## src/rtl/strip_header.sv

```systemverilog
// Strips the per-packet header beat from a 512-bit capture stream, republishes header fields as sidebands.
// Optional macro CHANNEL_FILTER_EN: drop bodies whose header channel differs from parameter CHANNEL.
module strip_header #(
    parameter int          DW    = 512,
    parameter logic [55:0] MAGIC = 56'h666c6f57202e44
`ifdef CHANNEL_FILTER_EN
    ,
    parameter logic [7:0]  CHANNEL = 8'd0
`endif
) (
    input  logic            sys_clk,
    input  logic            sys_reset,
    input  logic [DW-1:0]   AXIS_IN_TDATA,
    input  logic            AXIS_IN_TLAST,
    input  logic            AXIS_IN_TVALID,
    output logic            AXIS_IN_TREADY,
    output logic [DW-1:0]   AXIS_OUT_TDATA,
    output logic [DW/8-1:0] AXIS_OUT_TKEEP,
    output logic            AXIS_OUT_TLAST,
    output logic            AXIS_OUT_TVALID,
    input  logic            AXIS_OUT_TREADY,
    output logic [15:0]     pkt_length,
    output logic [63:0]     pkt_timestamp,
    output logic [7:0]      pkt_channel,
    output logic            hdr_strobe,
    output logic            capture_done,
    output logic [31:0]     packet_count,
    output logic [15:0]     bad_header_count,
    output logic [15:0]     length_error_count
`ifdef CHANNEL_FILTER_EN
    ,
    output logic [31:0]     filtered_count
`endif
);

    typedef enum logic [1:0] {S_HDR, S_DATA, S_STOP, S_SKIP} state_t;

    state_t        state;
    logic [15:0]   remaining;

    logic [15:0]   hdr_len;
    logic [63:0]   hdr_ts;
    logic [7:0]    hdr_ch;
    logic [55:0]   hdr_magic;
    logic          is_filler;
    logic          channel_ok;
    logic          in_hs;
    logic          rem_ge64;
    logic [DW/8-1:0] keep_tail;

    assign hdr_len   = AXIS_IN_TDATA[143:128];
    assign hdr_ts    = AXIS_IN_TDATA[127:64];
    assign hdr_ch    = AXIS_IN_TDATA[63:56];
    assign hdr_magic = AXIS_IN_TDATA[55:0];
    assign is_filler = (AXIS_IN_TDATA == {(DW/8){8'hFC}});

`ifdef CHANNEL_FILTER_EN
    assign channel_ok = (hdr_ch == CHANNEL);
`else
    assign channel_ok = 1'b1;
`endif

    assign rem_ge64  = (remaining >= 16'd64);
    // Below one full beat, remaining is < 64 so a 6-bit shift covers every tail length.
    assign keep_tail = ({{(DW/8-1){1'b0}}, 1'b1} << remaining[5:0]) - {{(DW/8-1){1'b0}}, 1'b1};

    always_comb begin
        AXIS_IN_TREADY  = 1'b1;
        AXIS_OUT_TVALID = 1'b0;
        AXIS_OUT_TDATA  = '0;
        AXIS_OUT_TLAST  = 1'b0;
        AXIS_OUT_TKEEP  = '0;
        if (state == S_DATA) begin
            AXIS_IN_TREADY  = AXIS_OUT_TREADY;
            AXIS_OUT_TVALID = AXIS_IN_TVALID;
            AXIS_OUT_TDATA  = AXIS_IN_TDATA;
            AXIS_OUT_TLAST  = AXIS_IN_TLAST;
            AXIS_OUT_TKEEP  = rem_ge64 ? '1 : keep_tail;
        end
    end

    assign in_hs = AXIS_IN_TVALID & AXIS_IN_TREADY;

    always_ff @(posedge sys_clk) begin
        if (sys_reset) begin
            state              <= S_HDR;
            remaining          <= '0;
            pkt_length         <= '0;
            pkt_timestamp      <= '0;
            pkt_channel        <= '0;
            hdr_strobe         <= 1'b0;
            capture_done       <= 1'b0;
            packet_count       <= '0;
            bad_header_count   <= '0;
            length_error_count <= '0;
`ifdef CHANNEL_FILTER_EN
            filtered_count     <= '0;
`endif
        end else begin
            hdr_strobe <= 1'b0;
            case (state)
                S_HDR: begin
                    if (in_hs) begin
                        if (is_filler) begin
                            state        <= S_STOP;
                            capture_done <= 1'b1;
                        end else if (hdr_magic != MAGIC || hdr_len == 16'd0) begin
                            if (bad_header_count != 16'hFFFF)
                                bad_header_count <= bad_header_count + 16'd1;
                        end else if (!channel_ok) begin
`ifdef CHANNEL_FILTER_EN
                            filtered_count <= filtered_count + 32'd1;
                            state          <= S_SKIP;
`endif
                        end else begin
                            pkt_length    <= hdr_len;
                            pkt_timestamp <= hdr_ts;
                            pkt_channel   <= hdr_ch;
                            remaining     <= hdr_len;
                            hdr_strobe    <= 1'b1;
                            packet_count  <= packet_count + 32'd1;
                            state         <= S_DATA;
                        end
                    end
                end
                S_DATA: begin
                    if (in_hs) begin
                        remaining <= rem_ge64 ? remaining - 16'd64 : 16'd0;
                        if (AXIS_IN_TLAST) begin
                            // Early TLAST leaves more than a beat unsent; late TLAST arrives with nothing left.
                            if ((remaining > 16'd64 || remaining == 16'd0) &&
                                length_error_count != 16'hFFFF)
                                length_error_count <= length_error_count + 16'd1;
                            state <= S_HDR;
                        end
                    end
                end
                S_SKIP: begin
                    if (in_hs && AXIS_IN_TLAST)
                        state <= S_HDR;
                end
                S_STOP: begin
                    state <= S_STOP;
                end
                default: state <= S_HDR;
            endcase
        end
    end

endmodule
```

## config.mk

```make
export PLATFORM = sky130hd
export DESIGN_NAME = strip_header
export DESIGN_NICKNAME = d
export VERILOG_FILES = /design/src/rtl/strip_header.sv
export SDC_FILE = /design/constraint.sdc
export NUM_CORES = 1
export LEC_CHECK = 0
export CORE_AREA = 3 3 489 491
export CTS_CLUSTER_DIAMETER = 150
export CTS_CLUSTER_SIZE = 30
export DETAILED_ROUTE_END_ITERATION = 12
export DIE_AREA = 0 0 492 494
export HOLD_SLACK_MARGIN = 0.15
export SLEW_MARGIN = 40
export SYNTH_ARGS = -nofsm -noshare
export SYNTH_HDL_FRONTEND = slang
export SYNTH_SLANG_ARGS = --single-unit
```

## constraint.sdc

```tcl
create_clock -name sys_clk -period 3.23 [get_ports sys_clk]
set_clock_uncertainty 0.15 [all_clocks]
set_input_delay 0.323 -clock sys_clk [delete_from_list [all_inputs] [get_ports sys_clk]]
set_output_delay 0.323 -clock sys_clk [all_outputs]
set_load 0.01 [all_outputs]
```

# Word level (Yosys, flattened, before mapping)
# Index checks and enable logic that the tools add are counted.
# classes
n_shift	1
bitwise	5
eq_ne	14
reduce_logical	15
addsub	5
n_mux	20
n_lt_le_gt_ge	2
# ops
op	count
$eq 512x512->1 const B	1
$mux 512	1
$mux 64	2
$mux 16	5
$shl 1x6->64 const A	1
$sub 64x1->64 const B	1
$ne 56x55->1 const B	1
$add 16x1->16 const B	2
$add 32x1->32 const B	1
$logic_not 16->1	2
$ne 16x16->1 const B	2
$pmux 16 s2	1
$ge 16x7->1 const B	1
$gt 16x7->1 const B	1
$sub 16x7->16 const B	1
$reduce_and 5->1	3
$mux 2	6
$ne 2x2->1 const B	6
$pmux 2 s4	1
$reduce_and 4->1	2
$eq 2x2->1 const B	2
$mux 1	4
$not 1->1	4
$reduce_or 4->1	1
8 further kinds	10
# word_totals
inputBits	517
output_inout_bits	733
ff_bits	172

# Logic depth before layout (Yosys ltp)
# depth
word_depth	6
depth_mapped	12
ltp_nobuf	9

# Worst setup path after synthesis
# Ideal clock, no wire load.
# synth_path
kind	register to output
from	register remaining[1]
to	output AXIS_OUT_TKEEP[36]
path_stages_with_launch	13
path_buffers	3
t_required_ns	2.757
arrival_time_ns	2.447
path_slack_ns	0.310
cell_sequence	dfxtp_1 > clkbuf_1 > buf_1 > nor2_1 > nand4_1 > ha_1 > clkbuf_1 > o221ai_1 > nor2_1 > a21oi_1 > o22ai_1 > a21oi_1 > nor2_1
# synth_between
elab_chain_cells	4
# synth_lines
item	line	rtl
from (decl)	39	logic [15:0] remaining;
from (signal assigned)	119	remaining <= hdr_len;
from (signal assigned)	128	remaining <= rem_ge64 ? remaining - 16'd64 : 16'd0;
$shl 1x6->64	65	assign keep_tail = ({{(DW/8-1){1'b0}}, 1'b1} << remaining[5:0]) - {{(DW/8-1){1'b0}}, 1'b1};
$sub 64x1->64	65	
$mux 64 *	78	AXIS_OUT_TKEEP = rem_ge64 ? '1 : keep_tail;
$mux 64 *	73	if (state == S_DATA) begin
to (decl)	18	output logic [DW/8-1:0] AXIS_OUT_TKEEP,
# Every way passes the cells marked *; elsewhere a longest branch is shown, timed or not.

# Worst setup path in the final report
# layout_path
from	input AXIS_IN_TDATA[469]
to	register bad_header_count[10]
# layout_between
elab_chain_cells	3
# layout_lines
item	line	rtl
from (decl)	13	input logic [DW-1:0] AXIS_IN_TDATA,
$eq 512x512->1	55	assign is_filler = (AXIS_IN_TDATA == {(DW/8){8'hFC}});
$not 1->1 (no line)	n/a	
$reduce_and 5->1 (no line)	n/a	
to (signal assigned)	109	bad_header_count <= bad_header_count + 16'd1;
to (decl)	28	output logic [15:0] bad_header_count,
# No other way between the ends.
# A chain may end at the register's enable or synchronous reset.

==> PnR_summary.wiki <==
{| class="wikitable"
! Metric !! Value
|-
| Run status || finished, violations left
|-
| Violated checks || negative setup slack
|-
| Critical-path cell list || clkdlybuf4s50_1, buf_12, nand4_1, nor4_2, buf_4, nand4_1, or4_4, nor4_4, buf_12, buf_12, nor3_4, mux2_4
|-
| Inserted Clock Buffers || 17
|-
| Unrepaired setup endpoints after global routing || yes
|-
| Number of cells produced by synthesis || 1932
|-
| Post-synthesis instance area || 0.0135 mm2
|-
| Standby leakage power || 13.8 nW
|-
| Clock Tree Buf Depth || 2
|-
| Clock share of power || 39.5%
|-
| First DRT Iteration DRCs || 1770
|-
| Routed length per placed instance || 33.9 um
|-
| Worst Max-Slew Pin Slew || 761 ps
|-
| Final setup violation count || 2
|-
| Die area || 0.243 mm2
|-
| Min-delay worst type || primary input to flop
|-
| FF-to-FF path depth || 7
|-
| Rel. slew slack || 49.1%
|-
| CTS tree || done
|-
| Worst Path Class, Setup || primary input to flop
|-
| Largest vdd supply drop || 0.339 mV
|-
| Pin count of the biggest net entering global routing || 86
|-
| Pre-CTS setup slack || -2100 ps
|-
| Period utilization || 100%
|-
| Post-route antenna net violation count || 0
|-
| Cell with the largest stage delay on the worst path || sky130_fd_sc_hd__or4_4
|-
| Most common flop cell mapped by yosys || sky130_fd_sc_hd__dfxtp_1
|-
| Crit end category || flop
|-
| Average cell area after synthesis || 6.99 um2
|-
| DIE HEIGHT || 494 um
|-
| # IOs || 1250
|-
| Number of detailed-route iterations in the first pass || 5
|-
| Clock Latency Late Sink || 550 ps
|-
| Number of global-route vias before repair || 22443
|-
| Worst-path maximum fanout || 5
|-
| Highest achievable clock rate || 309 MHz
|-
| Ratio of cells with drive above 1 in the final layout || 26.4%
|-
| H-tree levels || 4
|-
| Internal power of the cells || 0.00431 W
|-
| Global route overflow || 0
|-
| Combinational share of power || 27.6%
|-
| Number of logic stages on the critical path including buffering || 12
|-
| Final Wtd Congestion || 1.00
|-
| Clock period minus final worst setup slack || 3240 ps
|-
| Number of nets produced by synthesis || 2456
|-
| Critical Path Source Type || primary input
|-
| Total DRC errors in the routed layout || 0
|-
| Switching component of the power || 0.00215 W
|-
| Data required time at the worst endpoint || 3500 ps
|-
| Unique cell type count in the Yosys netlist || 70
|-
| Placement row count || 178
|-
| Cell area after layout || 0.0373 mm2
|-
| Starting Density || 5.74%
|-
| Detailed-route via count || 22556
|-
| Crit-path leading delay family || simple AND/OR/NAND/NOR gates
|-
| Cells on Worst Hold Path || 2
|-
| Maximum cell stage delay along the critical path || 570 ps
|-
| Final std cells w/o fill || 6766
|-
| CTS root buffer || sky130_fd_sc_hd__clkbuf_16
|-
| Switching power as a share of total power || 33.3%
|-
| Area inside the core boundary || 0.235 mm2
|-
| Placed Area || 0.0354 mm2
|-
| Combined global-route utilization of all metal layers || 18.0%
|-
| Clock transition at the registers of the reported paths || 80 ps
|-
| Via density per instance || 3.33
|-
| Total placed cells including tap cells || 6662
|-
| Post-synth EDFFs || 0
|-
| Combined buffer and inverter count along the critical path || 5
|-
| CP Data Arrival Time || 3510 ps
|-
| Final-report max-slew violation count || 0
|-
| Sequential fraction of design power || 32.8%
|-
| Yosys synthesis warning count || 0
|-
| Worst Setup Slack, final || -7.09 ps
|-
| Cell with the most instances on the worst path || sky130_fd_sc_hd__buf_12
|-
| Part of the Yosys area used for sequential elements || 25.5%
|-
| Power per standard cell area || 173 mW/mm2
|-
| #FFs+latches synth || 172
|-
| Total clock sinks || 172
|-
| Wire length of the first global-routing pass || 277000 um
|-
| Number of port buffers || 1249
|-
| Final count of hold timing violations || 0
|-
| Initial antenna violation count || 99
|-
| Number of max-cap violations || 0
|-
| Routed wire length || 229000 um
|-
| X dimension of the die || 492 um
|-
| Area added between synthesis and finish || 176%
|-
| Fraction of registers with async set or reset after synthesis || 0%
|-
| Final Net Count || 4089
|-
| Post-DP HPWL || 206000 um
|}
cell usage in the layout (no fill, tap or decap), types with 38 or more instances in the layout:
cell                              count
sky130_fd_sc_hd__clkdlybuf4s50_1    907
sky130_fd_sc_hd__and2_1             519
sky130_fd_sc_hd__buf_4              473
sky130_fd_sc_hd__nand2_1            253
sky130_fd_sc_hd__buf_12             241
sky130_fd_sc_hd__a21oi_1            177
sky130_fd_sc_hd__dfxtp_1            167
sky130_fd_sc_hd__nor2_1              80
sky130_fd_sc_hd__nand4_1             74
sky130_fd_sc_hd__nand4b_1            44
sky130_fd_sc_hd__dlygate4sd2_1       43
sky130_fd_sc_hd__diode_2             38
worst reg2reg max path: stages, from the launching register on:
cell,delay [ps]
sky130_fd_sc_hd__dfxtp_1,450
sky130_fd_sc_hd__and4_1,300
sky130_fd_sc_hd__nand4_1,210
sky130_fd_sc_hd__nor3_1,510
sky130_fd_sc_hd__and3_1,270
sky130_fd_sc_hd__nand2_1,210
sky130_fd_sc_hd__or4_1,550
sky130_fd_sc_hd__a21oi_1,150
cells in the mapped netlist (26+ instances only):
| cell | count | area share, % |
|---|---|---|
| sky130_fd_sc_hd__nor2_1 | 92 | 2.6 |
| sky130_fd_sc_hd__nand3_1 | 31 | 1.1 |
| sky130_fd_sc_hd__xnor2_1 | 26 | 1.7 |
| sky130_fd_sc_hd__clkbuf_1 | 128 | 3.6 |
| sky130_fd_sc_hd__nor4_1 | 40 | 1.9 |
| sky130_fd_sc_hd__nand4b_1 | 44 | 2.9 |
| sky130_fd_sc_hd__a21oi_1 | 194 | 7.2 |
| sky130_fd_sc_hd__dfxtp_1 | 172 | 26 |
| sky130_fd_sc_hd__o21ai_0 | 48 | 1.8 |
| sky130_fd_sc_hd__and2_1 | 520 | 24 |
| sky130_fd_sc_hd__nor3_1 | 30 | 1.1 |
| sky130_fd_sc_hd__nand2_1 | 260 | 7.2 |
| sky130_fd_sc_hd__nand4_1 | 74 | 3.4 |
metal layers:
metal | up-vias | track usage (%) | wire [um]
met3 | 200 | 6.93 | 21700
met1 | 10976 | 21.6 | 93700
met4 | 36 | 3.47 | 4440
met5 | - | 0 | 239
met2 | 1348 | 30.6 | 109000
li1 | 9996 | - | -
flip-flops by register name, summed over array words and instances, names as in the netlist:
signal	flops
bad_header_count	16
capture_done	1
hdr_strobe	1
length_error_count	16
packet_count	32
pkt_channel	8
pkt_length	16
pkt_timestamp	64
remaining	16
state	2
area by class of cell:
type                       instances  area, um2
fill                           26787     198000
timing repair buffer            1756      18900
multi-input combinational       1598      10200
tap                             3150       3940
sequential                       172       3450
clock buffer                      18        439
clock inverter                    14        204
antenna                           38       95.1
inverter                          20       83.8
power groups by stage:
stage / Clock, W / Combinational, W / Sequential, W
after floorplan: 0 / 0.000104 / 0.00217
after detailed placement: 0 / 0.00179 / 0.00218
after global routing: 0.00273 / 0.00184 / 0.00212
final: 0.00255 / 0.00179 / 0.00212
after CTS: 0.00270 / 0.00181 / 0.00212
after global placement: 0 / 0.00180 / 0.00218
kinds of logic after synthesis:
logic type      synth area share [%]
simple gates                    53.0
compound gates                  12.7
flops                           25.5
buf+inv                         4.61
xor+xnor                        2.92
mux                            0.714
fa+ha+maj                      0.649
worst paths after layout:
path | start | end | slack [ps]
setup reg to reg | packet_count[4]$_SDFFE_PP0P_ | packet_count[31]$_SDFFE_PP0P_ | 380
hold reg to reg | pkt_length[2]$_SDFFE_PP0P_ | pkt_length[2]$_SDFFE_PP0P_ | 310
hold / removal | sys_reset | capture_done$_SDFFE_PP0P_ | 180
setup / recovery | AXIS_IN_TDATA[469] | bad_header_count[10]$_SDFFE_PP0P_ | -7
per-stage QoR:
| stage | setup TNS (ps) | util, % | hold WS (ps) | total power, W |
|---|---|---|---|---|
| after floorplan | 0 | - | 300 | 0.00228 |
| after global placement | -291130 | 15.0 | 292 | 0.00397 |
| after detailed placement | -101410 | 15.1 | 299 | 0.00397 |
| after CTS | -1430 | 15.6 | 154 | 0.00664 |
| after global routing | -402 | 15.8 | 194 | 0.00669 |
| final | -11.0 | 15.9 | 177 | 0.00647 |
timing repair:
action,in CTS,in global routing
gates cloned,2,2
pin swaps,59,36
setup buffers,19,11
gates resized for setup,287,110
setup endpoints to repair,89,68
hold buffers,1,0
hold endpoints to repair,2,0
Note: power is estimated with default switching activity, not from simulation.
